<file path="src/rtl/pmu_dump_pkg.sv">
// Shared types and constants for the PMU dump path; also consumed by the UART
// control block when it decodes the "dump" command.
package pmu_dump_pkg;

    typedef enum logic [2:0] {
        IDLE      = 3'd0,
        HEADER    = 3'd1,
        SET_ADDR  = 3'd2,
        WAIT_DATA = 3'd3,
        SEND      = 3'd4,
        CHECKSUM  = 3'd5
    } dump_state_t;

    localparam logic [7:0] DEFAULT_HEADER_BYTE = 8'hA5;
    localparam int         PMU_ADDR_W          = 5;
    localparam int         PMU_WORD_W          = 32;

    // Running XOR checksum step over one payload byte.
    function automatic logic [7:0] xor_accum(input logic [7:0] acc, input logic [7:0] b);
        return acc ^ b;
    endfunction

endpackage

</file>
<file path="src/rtl/pmu_dump_sequencer_if.sv">
// Byte stream toward the UART transmitter: data/valid from the sequencer,
// ready back from the transmitter.
interface pmu_dump_stream_if;
    logic [7:0] data;
    logic       valid;
    logic       ready;

    modport master (output data, output valid, input ready);
    modport slave  (input data, input valid, output ready);
endinterface

</file>
<file path="src/rtl/pmu_dump_sequencer_byte_serializer_32.sv">
// Holds one 32-bit counter sample and emits it as four bytes, LSB first,
// with a valid/ready handshake and a last-byte flag.
module byte_serializer_32 (
    input  logic        clk_i,
    input  logic        rst_i,
    input  logic        clear_i,
    input  logic        load_i,
    input  logic [31:0] word_i,
    input  logic        ready_i,
    output logic [7:0]  byte_o,
    output logic        valid_o,
    output logic        last_o
);
    logic [31:0] word_q, word_d;
    logic [1:0]  cnt_q, cnt_d;
    logic        valid_q, valid_d;

    // Next-state for the holding word, byte index and valid flag.
    always_comb begin
        word_d  = word_q;
        cnt_d   = cnt_q;
        valid_d = valid_q;
        if (clear_i) begin
            valid_d = 1'b0;
            cnt_d   = 2'd0;
        end else if (load_i) begin
            word_d  = word_i;
            cnt_d   = 2'd0;
            valid_d = 1'b1;
        end else if (valid_q && ready_i) begin
            if (cnt_q == 2'd3) begin
                valid_d = 1'b0;
                cnt_d   = 2'd0;
            end else begin
                cnt_d = cnt_q + 2'd1;
            end
        end else begin
            valid_d = valid_q;
        end
    end

    // Serializer state registers.
    always_ff @(posedge clk_i) begin
        if (rst_i) begin
            word_q  <= 32'h0000_0000;
            cnt_q   <= 2'd0;
            valid_q <= 1'b0;
        end else begin
            word_q  <= word_d;
            cnt_q   <= cnt_d;
            valid_q <= valid_d;
        end
    end

    // Byte lane select from the held word.
    always_comb begin
        case (cnt_q)
            2'd0:    byte_o = word_q[7:0];
            2'd1:    byte_o = word_q[15:8];
            2'd2:    byte_o = word_q[23:16];
            2'd3:    byte_o = word_q[31:24];
            default: byte_o = 8'h00;
        endcase
    end

    assign valid_o = valid_q;
    assign last_o  = (cnt_q == 2'd3);

endmodule

</file>
<file path="src/rtl/pmu_dump_sequencer.sv">
// Walks every (core, metric) PMU counter and streams them as one framed burst:
// header, 4 bytes per counter LSB first, XOR checksum of the payload.
module pmu_dump_sequencer
    import pmu_dump_pkg::*;
#(
    parameter int         CORE_COUNT   = 16,
    parameter int         METRIC_COUNT = 8,
    parameter int         PMU_LAT      = 1,
    parameter logic [7:0] HEADER_BYTE  = DEFAULT_HEADER_BYTE
) (
    input  logic                                    clk_i,
    input  logic                                    rst_i,
    input  logic                                    start_i,
    input  logic                                    abort_i,
    output logic                                    busy_o,
    output logic                                    done_o,
    output logic [CORE_COUNT-1:0][PMU_ADDR_W-1:0]   pmu_addr_o,
    input  logic [CORE_COUNT-1:0][PMU_WORD_W-1:0]   pmu_data_i,
    pmu_dump_stream_if.master                       tx_if
);
    localparam int                   CORE_W      = (CORE_COUNT > 1) ? $clog2(CORE_COUNT) : 1;
    localparam logic [CORE_W-1:0]    LAST_CORE   = CORE_W'(CORE_COUNT - 1);
    localparam logic [PMU_ADDR_W-1:0] LAST_METRIC = PMU_ADDR_W'(METRIC_COUNT - 1);
    localparam logic [2:0]           LAT_INIT    = 3'(PMU_LAT);

    dump_state_t               state_q, state_d;
    logic [CORE_W-1:0]         core_q, core_d;
    logic [PMU_ADDR_W-1:0]     metric_q, metric_d;
    logic [PMU_ADDR_W-1:0]     addr_q, addr_d;
    logic [2:0]                lat_q, lat_d;
    logic [7:0]                checksum_q, checksum_d;
    logic [7:0]                ctl_byte_q, ctl_byte_d;
    logic                      ctl_valid_q, ctl_valid_d;
    logic                      busy_q, busy_d;
    logic                      done_q, done_d;

    logic                      ser_load_s;
    logic                      ser_clear_s;
    logic [7:0]                ser_byte_s;
    logic                      ser_valid_s;
    logic                      ser_last_s;
    logic                      ser_fire_s;
    logic                      ctl_fire_s;

    byte_serializer_32 u_ser (
        .clk_i   (clk_i),
        .rst_i   (rst_i),
        .clear_i (ser_clear_s),
        .load_i  (ser_load_s),
        .word_i  (pmu_data_i[core_q]),
        .ready_i (tx_if.ready),
        .byte_o  (ser_byte_s),
        .valid_o (ser_valid_s),
        .last_o  (ser_last_s)
    );

    assign ser_fire_s = (state_q == SEND) && ser_valid_s && tx_if.ready;
    assign ctl_fire_s = ctl_valid_q && tx_if.ready;

    // Frame sequencing: next state, counters and control outputs.
    always_comb begin
        state_d     = state_q;
        core_d      = core_q;
        metric_d    = metric_q;
        addr_d      = addr_q;
        lat_d       = lat_q;
        checksum_d  = checksum_q;
        ctl_byte_d  = ctl_byte_q;
        ctl_valid_d = ctl_valid_q;
        busy_d      = busy_q;
        done_d      = 1'b0;
        ser_load_s  = 1'b0;
        ser_clear_s = 1'b0;

        case (state_q)
            IDLE: begin
                if (start_i && !abort_i) begin
                    state_d     = HEADER;
                    busy_d      = 1'b1;
                    checksum_d  = 8'h00;
                    core_d      = '0;
                    metric_d    = '0;
                    ctl_byte_d  = HEADER_BYTE;
                    ctl_valid_d = 1'b1;
                end else begin
                    state_d = IDLE;
                end
            end
            HEADER: begin
                if (ctl_fire_s) begin
                    ctl_valid_d = 1'b0;
                    state_d     = SET_ADDR;
                end else begin
                    state_d = HEADER;
                end
            end
            SET_ADDR: begin
                addr_d  = metric_q;
                lat_d   = LAT_INIT;
                state_d = WAIT_DATA;
            end
            WAIT_DATA: begin
                lat_d = lat_q - 3'd1;
                if (lat_q == 3'd1) begin
                    ser_load_s = 1'b1;
                    state_d    = SEND;
                end else begin
                    state_d = WAIT_DATA;
                end
            end
            SEND: begin
                if (ser_fire_s) begin
                    checksum_d = xor_accum(checksum_q, ser_byte_s);
                    if (ser_last_s) begin
                        if (metric_q == LAST_METRIC) begin
                            metric_d = '0;
                            if (core_q == LAST_CORE) begin
                                core_d      = '0;
                                ctl_byte_d  = xor_accum(checksum_q, ser_byte_s);
                                ctl_valid_d = 1'b1;
                                state_d     = CHECKSUM;
                            end else begin
                                core_d  = core_q + CORE_W'(1);
                                state_d = SET_ADDR;
                            end
                        end else begin
                            metric_d = metric_q + 5'd1;
                            state_d  = SET_ADDR;
                        end
                    end else begin
                        state_d = SEND;
                    end
                end else begin
                    state_d = SEND;
                end
            end
            CHECKSUM: begin
                if (ctl_fire_s) begin
                    ctl_valid_d = 1'b0;
                    ctl_byte_d  = 8'h00;
                    done_d      = 1'b1;
                    busy_d      = 1'b0;
                    state_d     = IDLE;
                end else begin
                    state_d = CHECKSUM;
                end
            end
            default: begin
                state_d     = IDLE;
                busy_d      = 1'b0;
                ctl_valid_d = 1'b0;
            end
        endcase

        // Abort wins over every transition; the address bus is left where it was.
        if (abort_i && (state_q != IDLE)) begin
            state_d     = IDLE;
            busy_d      = 1'b0;
            done_d      = 1'b0;
            ctl_valid_d = 1'b0;
            ctl_byte_d  = 8'h00;
            addr_d      = addr_q;
            core_d      = core_q;
            metric_d    = metric_q;
            lat_d       = lat_q;
            checksum_d  = checksum_q;
            ser_load_s  = 1'b0;
            ser_clear_s = 1'b1;
        end else begin
            ser_clear_s = 1'b0;
        end
    end

    // Sequencer state registers.
    always_ff @(posedge clk_i) begin
        if (rst_i) begin
            state_q     <= IDLE;
            core_q      <= '0;
            metric_q    <= '0;
            addr_q      <= '0;
            lat_q       <= 3'd0;
            checksum_q  <= 8'h00;
            ctl_byte_q  <= 8'h00;
            ctl_valid_q <= 1'b0;
            busy_q      <= 1'b0;
            done_q      <= 1'b0;
        end else begin
            state_q     <= state_d;
            core_q      <= core_d;
            metric_q    <= metric_d;
            addr_q      <= addr_d;
            lat_q       <= lat_d;
            checksum_q  <= checksum_d;
            ctl_byte_q  <= ctl_byte_d;
            ctl_valid_q <= ctl_valid_d;
            busy_q      <= busy_d;
            done_q      <= done_d;
        end
    end

    assign busy_o      = busy_q;
    assign done_o      = done_q;
    assign pmu_addr_o  = {CORE_COUNT{addr_q}};
    assign tx_if.data  = (state_q == SEND) ? ser_byte_s  : ctl_byte_q;
    assign tx_if.valid = (state_q == SEND) ? ser_valid_s : ctl_valid_q;

endmodule

</file>
<file path="src/flat_wrapper.sv">
// flat-port wrapper written by rule: the top's interface ports become plain ports
module pmu_dump_sequencer_flat import pmu_dump_pkg::*;
#(
    parameter int         CORE_COUNT   = 16,
    parameter int         METRIC_COUNT = 8,
    parameter int         PMU_LAT      = 1,
    parameter logic [7:0] HEADER_BYTE  = DEFAULT_HEADER_BYTE
)
  (clk_i, rst_i, start_i, abort_i, busy_o, done_o, pmu_addr_o, pmu_data_i, tx_if_data, tx_if_valid, tx_if_ready);
  pmu_dump_stream_if tx_if_i ();
  input  logic clk_i;
  input  logic rst_i;
  input  logic start_i;
  input  logic abort_i;
  output logic busy_o;
  output logic done_o;
  output logic [CORE_COUNT-1:0][PMU_ADDR_W-1:0] pmu_addr_o;
  input  logic [CORE_COUNT-1:0][PMU_WORD_W-1:0] pmu_data_i;
  output wire logic [$bits(tx_if_i.data)-1:0] tx_if_data;
  output wire logic [$bits(tx_if_i.valid)-1:0] tx_if_valid;
  input wire logic [$bits(tx_if_i.ready)-1:0] tx_if_ready;
  assign tx_if_data = tx_if_i.data;
  assign tx_if_valid = tx_if_i.valid;
  assign tx_if_i.ready = tx_if_ready;
  pmu_dump_sequencer #(.CORE_COUNT(CORE_COUNT), .METRIC_COUNT(METRIC_COUNT), .PMU_LAT(PMU_LAT), .HEADER_BYTE(HEADER_BYTE)) u_core (.clk_i(clk_i), .rst_i(rst_i), .start_i(start_i), .abort_i(abort_i), .busy_o(busy_o), .done_o(done_o), .pmu_addr_o(pmu_addr_o), .pmu_data_i(pmu_data_i), .tx_if(tx_if_i));
endmodule
</file>
<file path="config.mk">
export PLATFORM = sky130hd
export DESIGN_NAME = pmu_dump_sequencer_flat
export DESIGN_NICKNAME = d
export VERILOG_FILES = /design/src/rtl/pmu_dump_pkg.sv /design/src/rtl/pmu_dump_sequencer_if.sv /design/src/rtl/pmu_dump_sequencer_byte_serializer_32.sv /design/src/rtl/pmu_dump_sequencer.sv /design/src/flat_wrapper.sv
export SDC_FILE = /design/constraint.sdc
export NUM_CORES = 1
export LEC_CHECK = 0
export ABC_CLOCK_PERIOD_IN_PS = 2100
export BUFFER_PORTS_ARGS = -buffer_cell sky130_fd_sc_hd__buf_2
export CAP_MARGIN = 20
export CORE_AREA = 2 2 238 240
export CTS_CLUSTER_SIZE = 20
export DETAILED_ROUTE_END_ITERATION = 10
export DIE_AREA = 0 0 240 242
export GPL_TIMING_DRIVEN = 1
export PLACE_DENSITY_LB_ADDON = 0.1
export RECOVER_POWER = 25
export SETUP_SLACK_MARGIN = 0.2
export SYNTH_ARGS = -nofsm -noshare
export SYNTH_HDL_FRONTEND = slang
export SYNTH_HIERARCHICAL = 1
export SYNTH_SLANG_ARGS = --single-unit
</file>
<file path="constraint.sdc">
create_clock -name clk_i -period 2.1 [get_ports clk_i]
set_input_delay 0.315 -clock clk_i [delete_from_list [all_inputs] [get_ports clk_i]]
set_output_delay 0.315 -clock clk_i [all_outputs]
set_load 0.02 [all_outputs]
</file>
Yosys cells after proc, flatten, opt, wreduce, memory -nomap -nowiden
Index checks and enable logic that the tools add are counted.
Widths: inputs -> output; s select.
- bits in registers: 74
- multiplexer cells: 53
- bitwise logic cells: 6
- reduce and logical (&&, ||, !) cells: 32
- magnitude comparators: 1
- equal/unequal tests: 18
- $add $sub $neg: 4
- operator list (operator ; count):
    $bmux 32 s4 ; 1
    $mux 8 ; 9
    $mux 32 ; 1
    $pmux 8 s4 ; 1
    $pmux 8 s3 ; 1
    $mux 4 ; 5
    $mux 5 ; 4
    $mux 3 ; 6
    $pmux 3 s6 ; 1
    $mux 1 ; 16
    $pmux 8 s2 ; 1
    $ne 2x1->1 const B ; 7
    $reduce_and 7->1 ; 2
    $pmux 5 s2 ; 1
    $pmux 4 s2 ; 1
    $reduce_and 2->1 ; 4
    $reduce_bool 2->1 ; 4
    $reduce_or 2->1 ; 4
    $xor 8x8->8 ; 1
    $eq 3x1->1 const B ; 2
    $eq 3x2->1 const B ; 2
    $eq 3x3->1 const B ; 2
    $logic_and 1x1->1 ; 6
    $pmux 3 s2 ; 1
    23 further kinds ; 31

Depth between registers and ports, before layout
Gate-level depths: netlist of run 1.
- word-level depth: 8
- depth in mapped cells: 9

Modules after synthesis
Netlist of run 1, hierarchy kept.
- modules (own cells, without submodules) (module ; area an instance (um^2) ; instances ; sequential area each (um^2) ; cells an instance):
    pmu_dump_sequencer ; 6550.0 ; 1 ; 780.7 ; 547
    byte_serializer_32 ; 1530.2 ; 1 ; 700.7 ; 187

Worst setup path before layout of run 1
No wires, ideal clock.
- path kind: register to register
- start: reg u_core.core_q[0]
- end: reg u_core.u_ser.word_q[13]
- required time: 1.969 ns
- library setup time: 0.131 ns
- data arrival time: 1.895 ns
- path slack: 0.075 ns
- buffers on the path: 3
- stages on the path, launching flop included: 8
- clock period less this slack: 2.025 ns
- cells stage by stage: dfxtp_1 clkbuf_1 buf_6 buf_6 mux4_2 mux4_2 nand2_1 a21oi_2
- cells in the longest elaborated chain, start to end: 2
- RTL lines (element ; RTL line ; RTL):
    start: declaration ; pmu_dump_sequencer.sv:27 ; logic [CORE_W-1:0] core_q, core_d;
    start signal: assignment ; pmu_dump_sequencer.sv:189 ; core_q <= core_d;
    $bmux 32 s4 ; pmu_dump_sequencer.sv:50 ; .word_i (pmu_data_i[core_q]),
    $mux 32 (implied by the code) ; pmu_dump_sequencer.sv:50 ;
    end signal: assignment ; pmu_dump_sequencer_byte_serializer_32.sv:49 ; word_q <= word_d;
    end: declaration ; pmu_dump_sequencer_byte_serializer_32.sv:14 ; logic [31:0] word_q, word_d;
No other way between the ends. The select of a mux whose other input is x is not followed.
A chain may end at the register's enable or synchronous reset.

Final worst setup path of run 1
- start: reg u_core.u_ser.cnt_q[0]
- end: out tx_if_data[7]
- cells in the longest elaborated chain, start to end: 3
- elaborated cells on any way between the ends: 6
- RTL lines (element ; RTL line ; RTL):
    start: declaration ; pmu_dump_sequencer_byte_serializer_32.sv:15 ; logic [1:0] cnt_q, cnt_d;
    start signal: assignment ; pmu_dump_sequencer_byte_serializer_32.sv:50 ; cnt_q <= cnt_d;
    $eq 2x2->1 (tied with other cells) ; pmu_dump_sequencer_byte_serializer_32.sv:57 ; case (cnt_q)
    $pmux 8 s4 * ; pmu_dump_sequencer_byte_serializer_32.sv:57 ;
    via u_core.ser_byte_s[7] ; pmu_dump_sequencer.sv:39 ; logic [7:0] ser_byte_s;
    $mux 8 * ; pmu_dump_sequencer.sv:204 ; assign tx_if.data = (state_q == SEND) ? ser_byte_s : ctl_byte_q;
    end: declaration ; flat_wrapper.sv:19 ; output wire logic [$bits(tx_if_i.data)-1:0] tx_if_data;
Mark *: on every way through the listed nets, which the timed path passes. The rest lies on a longest branch.

==> results.cfg, run 1 <==
[worst_setup_path]
cp_data_required_time_ps = 1780
rrSetupSlack_ps = -110
startpoint_type = flip-flop
cp_cell_sequence = buf_6, ha_4, a222oi_1, mux2i_2, nand2_1, nand2_2, buf_6
cp_max_fo = 8
ff2ff_path_depth = 8
slowest_delay_ps = 450
r2r-start = u_core/core_q[0]
worstSetupPathType = reg2out
cp_top_family = compound AO/OA/AOI/OAI gates
cpMaxStageDelayCell = a222oi_1
crit_path_end_kind = primary output
rr_endpoint = u_core/u_ser/word_q[16]
crit_buf_inv = 2
critPathMostFrequentCell = buf_6
worst_ep_arrival_time_ps = 1990

[power_and_ir_drop]
p_int_uw = 3020
pwr_density_cell_mw_per_mm2 = 309
p_sw_uw = 1180
swShare = 0.281
power_uw = 4200
peakVddDrop_uv = 280
p_seq_frac = 0.340
p_clk_frac = 0.403
p_comb_frac = 0.257
p_leak_uw = 0.00553

[timing]
tns_ps = -2910
postLayoutSetupSlackWorst_ps = -204
tightest_slew_ps = 517
slew_headroom = 0.655
clock.fmax_ghz = 0.434
setup_viol = 36
skew_ps = 11.4
rsz0062_at_grt = yes
drv_slew = 0
fin_crit_ps = 2300
post-route-period-util = 1.10
finalHoldViolCount = 0

[layout]
fin_cells = 2102
drive_above_1_share = 0.738
synthToLayoutAreaGrowth_pct = 68.3
final_area_mm2 = 0.0136
layout.nets = 1854

[min_path]
hp-class = in2reg
hp-start = tx_if_ready
holdPathEnd = u_core/done_o
worstHoldPathCells = 3

[routing]
drc_errors = 0
ant_nets = 0
vias = 8979
post_drt_via_cell_ratio = 4.27
first_pass_iters = 6
finalWirelength_um = 51500
wl_per_cell_um = 24.5
drt-initial-drc-count = 463

[cts]
cts_num_sinks = 74
htree_num_levels = 3
cts_buffers = 9
ctsRootBufferMaster = clkbuf_16
cts_tree = yes
clk_path_buf_depth = 2
worstSkewPairLatency_ps = 350
clkSlewWorstSetupHoldPaths_ps = 60
cts_hold_buf = 0

[die]
die-width_um = 240
ios = 608
die-area_mm2 = 0.0581
start_util = 0.145
fp.coreArea_mm2 = 0.0557
fp.dieH_um = 242
rows = 87

[status]
violations = setup timing
status = finished, violations left

[placement]
placed_cells = 2022
place_area_mm2 = 0.0119
port_buffers = 607
dp_hpwl_um = 43000
place_congestion = 0.882

[yosys]
synth_area_mm2 = 0.00808
synth_flop_cell = dfxtp_1
syn_nets = 1259
ys_seq_elements = 74
syn-instance-count = 734
synth_largest_area_cell = mux4_2
yosys_warnings = 6
synth-async-reset-ratio = 0
yosysMostFrequentCell = mux4_2
netlist_top_cells_area = mux4_2 (45%), dfxtp_1 (18%), buf_4 (7.0%)
syn_area_per_cell_um2 = 11.0
synth_top_cell_area_share = 0.446
synth_cell_types = 58
synth_commonest_cells = mux4_2 (160), nand2_1 (93), buf_4 (75)
ys_seq_area_frac = 0.183
synth_edf_count = 0

[global_routing]
track_usage = 0.174
antenna_found_initial = 36
overflow = 0
grt_first_pass_wirelength_um = 71700
grt_max_degree = 62
grt_pass1_vias = 9592

[run]
cap_viol_max_count = 0
[power groups by stage]
| stage | registers (uW) | logic (uW) | clock network, uW |
|---|---|---|---|
| after floorplan | 1460 | 355 | 0 |
| after global placement | 1460 | 1030 | 0 |
| after detailed placement | 1460 | 1040 | 0 |
| after CTS | 1430 | 1070 | 1770 |
| after global routing | 1430 | 1160 | 1820 |
| final | 1430 | 1080 | 1690 |
[cell families (layout without fill, tap and decap cells)]
| family | Yosys count | after routing | synth area share |
|---|---|---|---|
| XOR/XNOR | 8 | 8 | 0.00867 |
| other | 0 | 12 | 0 |
| multiplexers | 176 | 176 | 0.466 |
| AO/OA/AOI/OAI | 124 | 124 | 0.0960 |
| adder cells (fa/ha/maj) | 8 | 8 | 0.0124 |
| buffers and inverters | 165 | 765 | 0.128 |
| flip-flops | 74 | 74 | 0.183 |
| AND/OR/NAND/NOR | 179 | 179 | 0.106 |
[final cells by class]
cell class / instances / area [um2]
multi-input cells: 495 / 5970
repair buffers: 727 / 4750
well taps: 756 / 946
diodes: 12 / 30.0
fillers: 6161 / 42100
clock buffers: 10 / 239
flip-flops and latches: 74 / 1510
clock inverters: 6 / 72.6
inverters: 22 / 85.1
[flip-flops by register name, indices dropped and copies added (netlist names), 2 cells and up]
signal	flops
u_core/u_ser/cnt_q	2
u_core/checksum_q	8
u_core/state_q	3
u_core/ctl_byte_q	8
u_core/lat_q	3
u_core/metric_q	5
u_core/addr_q	5
u_core/core_q	4
u_core/u_ser/word_q	32
[metrics by stage]
stage | hold WS, ps | util | setup slack, ps
floorplan | 432 | - | 152
global placement | 444 | 0.214 | -91.1
detailed placement | 446 | 0.214 | -132
CTS | 363 | 0.239 | -261
global route | 402 | 0.244 | -348
finish | 382 | 0.244 | -204
[layout by cell type, fill, tap and decap left out, types with 7 or more instances in the layout]
cell / count
buf_16: 15
diode_2: 12
buf_2: 575
nand2_2: 30
dfxtp_1: 67
clkbuf_16: 10
a21oi_2: 23
buf_12: 31
nand2_1: 62
buf_4: 51
mux2i_1: 8
a222oi_1: 8
nor2_1: 17
nand3b_1: 8
nand3_1: 8
inv_1: 18
o21ai_1: 14
a21oi_1: 35
o21ai_0: 7
mux4_2: 160
clkbuf_1: 26
buf_6: 24
[worst register-to-register path, stage by stage (launching register included)]
cell and delay [ps]:
dfxtp_4 370, buf_12 100, buf_12 110, buf_12 130, buf_12 130, mux4_2 570, mux4_2 530, nand2_2 90
a21oi_2 50
[how the worst max path moves through the flow]
stage,startpoint,to,slack (ps),cells past startpoint
6_report,u_core/u_ser/cnt_q[0],tx_if_data[7],-200,7
2_1_floorplan,u_core/core_q[0],u_core/u_ser/word_q[13],150,7
3_5_place_dp,u_core/u_ser/cnt_q[0],tx_if_data[3],-130,7
4_1_cts,u_core/u_ser/cnt_q[0],tx_if_data[6],-260,8
3_3_place_gp,u_core/u_ser/cnt_q[0],tx_if_data[0],-90,8
5_1_grt,u_core/u_ser/cnt_q[0],tx_if_data[6],-350,7
[per-layer routing]
metal / track usage / routed length (um) / part of all wire / up-vias
met5: 0 / 119 / 0.0023 / -
met4: 0.0495 / 1240 / 0.024 / 18
met3: 0.0420 / 2970 / 0.058 / 81
met2: 0.310 / 27100 / 0.53 / 360
met1: 0.205 / 20100 / 0.39 / 4494
li1: - / - / - / 4026
[repair_timing]
item / in CTS / in global routing
pin swaps: 46 / 34
setup buffers: 31 / 7
cloned: 13 / 1
endpoints found under the hold margin: 0 / 0
resized for setup: 123 / 63
endpoints found under the setup margin: 60 / 62
(Power assumes the default switching activity.)
==> run 2, diff against run 1 <==
--- a/config.mk
+++ b/config.mk
@@ -5,13 +5,14 @@
 export SDC_FILE = /design/constraint.sdc
 export NUM_CORES = 1
 export LEC_CHECK = 0
+export ABC_AREA = 1
 export ABC_CLOCK_PERIOD_IN_PS = 2100
 export BUFFER_PORTS_ARGS = -buffer_cell sky130_fd_sc_hd__buf_2
 export CAP_MARGIN = 20
-export CORE_AREA = 2 2 238 240
+export CORE_AREA = 2 2 240 242
 export CTS_CLUSTER_SIZE = 20
 export DETAILED_ROUTE_END_ITERATION = 10
-export DIE_AREA = 0 0 240 242
+export DIE_AREA = 0 0 242 244
 export GPL_TIMING_DRIVEN = 1
 export PLACE_DENSITY_LB_ADDON = 0.1
 export RECOVER_POWER = 25
==> results.cfg, run 2 <==
[status]
status = finished, final reports clean

[yosys]
synth_edf_count = 0
synth_cell_types = 36
synth_commonest_cells = nand2_1 (323), inv_1 (294), nand3_1 (223)
syn_area_per_cell_um2 = 5.54
syn-instance-count = 1762
yosys_warnings = 6
ys_seq_elements = 74
syn_nets = 2287
netlist_top_cells_area = dfxtp_1 (15%), nand2_1 (12%), nand3_1 (11%)
synth_area_mm2 = 0.00977
synth_top_cell_area_share = 0.152
synth-async-reset-ratio = 0
ys_seq_area_frac = 0.152
yosysMostFrequentCell = nand2_1
synth_largest_area_cell = dfxtp_1
synth_flop_cell = dfxtp_1

[routing]
drc_errors = 0
post_drt_via_cell_ratio = 4.47
wl_per_cell_um = 21.3
drt-initial-drc-count = 629
finalWirelength_um = 65600
ant_nets = 0
vias = 13800
first_pass_iters = 5

[cts]
cts_buffers = 9
worstSkewPairLatency_ps = 360
cts_tree = yes
cts_num_sinks = 74
htree_num_levels = 3
clkSlewWorstSetupHoldPaths_ps = 60
ctsRootBufferMaster = clkbuf_16
clk_path_buf_depth = 2

[timing]
slew_headroom = 0.625
tightest_slew_ps = 562
clock.fmax_ghz = 0.503
setup_viol = 0
fin_crit_ps = 1990
skew_ps = 11.1
rsz0062_at_grt = yes
finalHoldViolCount = 0
drv_slew = 0
post-route-period-util = 0.947
tns_ps = 0

[worst_setup_path]
slowest_delay_ps = 400
cpMaxStageDelayCell = dfxtp_4
rr_endpoint = u_core/u_ser/word_q[0]
worst_ep_arrival_time_ps = 1670
endpoint = tx_if_data[6]
worstSetupPathType = reg2out
cp_cell_sequence = ha_4, buf_12, nand2_4, nand3_2, nand2_2, nand2_4, inv_2, o21ai_2, buf_6
startpoint = u_core/u_ser/cnt_q[0]
startpoint_type = flip-flop
cp_max_fo = 8
ff2ff_path_depth = 11
critPathMostFrequentCell = nand2_4
rrSetupSlack_ps = 170
crit_path_end_kind = primary output
r2r-start = u_core/core_q[0]
cp_data_required_time_ps = 1780

[global_routing]
grt_first_pass_wirelength_um = 90400
overflow = 0
grt_max_degree = 65
track_usage = 0.206
grt_pass1_vias = 13600
antenna_found_initial = 32

[layout]
synthToLayoutAreaGrowth_pct = 61.3
largest_reg_flops = 32
drive_above_1_share = 0.398
layout.nets = 2823
final_common_cell = buf_2
top_regs = u_core/u_ser/word_q x32, u_core/checksum_q x8, u_core/ctl_byte_q x8
layout_common_cells = buf_2 (561), nand2_1 (289), inv_1 (284)
regMostFlops = u_core/u_ser/word_q
fill_cells = 6451

[power_and_ir_drop]
p_sw_uw = 1510
swShare = 0.325
power_uw = 4640
p_comb_frac = 0.303
p_int_uw = 3130
p_seq_frac = 0.324
p_clk_frac = 0.373
peakVddDrop_uv = 383
p_leak_uw = 0.00766
pwr_density_cell_mw_per_mm2 = 295

[min_path]
hp-class = in2reg

[die]
fp.coreArea_mm2 = 0.0562
ios = 608
die-width_um = 242
fp.dieH_um = 244
die-area_mm2 = 0.0590
start_util = 0.174
rows = 87

[run]
cap_viol_max_count = 0

[placement]
dp_hpwl_um = 50600
place_congestion = 0.875
port_buffers = 607
run 2: how the worst min path moves through the flow:
stage	startpoint	to	slack (ps)	cells after the start
floorplan	rst_i	u_core/core_q[0]	380	1
global placement	u_core/checksum_q[7]	u_core/checksum_q[7]	450	2
detailed placement	u_core/checksum_q[0]	u_core/checksum_q[0]	460	2
CTS	rst_i	u_core/core_q[2]	260	2
global route	rst_i	u_core/core_q[3]	280	2
finish	rst_i	u_core/core_q[3]	250	2
run 2: metal layers:
| metal | share of wire | track usage | vias up |
|---|---|---|---|
| met5 | 0.0011 | 0 | - |
| met2 | 0.50 | 0.375 | 501 |
| li1 | - | - | 6780 |
| met1 | 0.43 | 0.253 | 6392 |
| met4 | 0.022 | 0.0408 | 12 |
| met3 | 0.053 | 0.0372 | 86 |
run 2: worst max-delay path: cells and delay by family (launching register included):
family                     cells  cell delay [ps]
DFF                            1              400
and+or+nand+nor                4              280
adders and majority gates      1              160
buffers and inverters          3              320
AOI/OAI and AO/OA              1              150
run 2: cell type report:
class | count | area, um2 | area share
multi-input cells | 1179 | 6720 | 0.427
clock buffers | 10 | 250 | 0.0159
well taps | 756 | 946 | 0.0601
inverters | 302 | 1140 | 0.0726
repair buffers | 732 | 5060 | 0.321
diodes | 19 | 47.5 | 0.00302
flip-flops and latches | 74 | 1510 | 0.0959
clock inverters | 6 | 71.3 | 0.00453
run 2: power groups by stage:
stage / logic (uW) / registers, uW / clock network, uW
2_1_floorplan: 553 / 1530 / 0
3_3_place_gp: 1310 / 1540 / 0
3_5_place_dp: 1310 / 1540 / 0
4_1_cts: 1370 / 1500 / 1790
5_1_grt: 1560 / 1510 / 1830
6_report: 1410 / 1510 / 1730
run 2: logic make-up after synthesis:
family | Yosys count | share of synthesized area
AND/OR/NAND/NOR | 719 | 0.334
XOR/XNOR | 5 | 0.00448
AO/OA/AOI/OAI | 447 | 0.265
adder cells (fa/ha/maj) | 8 | 0.0103
buffers and inverters | 509 | 0.235
flip-flops | 74 | 0.152
run 2: repair_timing:
action	in CTS	in global routing
gates resized for setup	140	131
pin swaps	42	72
hold buffers	0	0
buffers inserted	11	16
endpoints found under the setup margin	39	57
gates cloned	12	21
run 2: per-stage QoR:
step	instances	util	hold WS [ps]	area (um2)	setup WS (ps)
2_1_floorplan	1762	-	384	9770	315
3_3_place_gp	2983	0.239	454	13400	81.4
3_5_place_dp	2983	0.239	465	13400	74.6
4_1_cts	3022	0.262	255	14700	82.5
5_1_grt	3072	0.280	280	15700	26.7
6_report	3078	0.280	246	15800	111
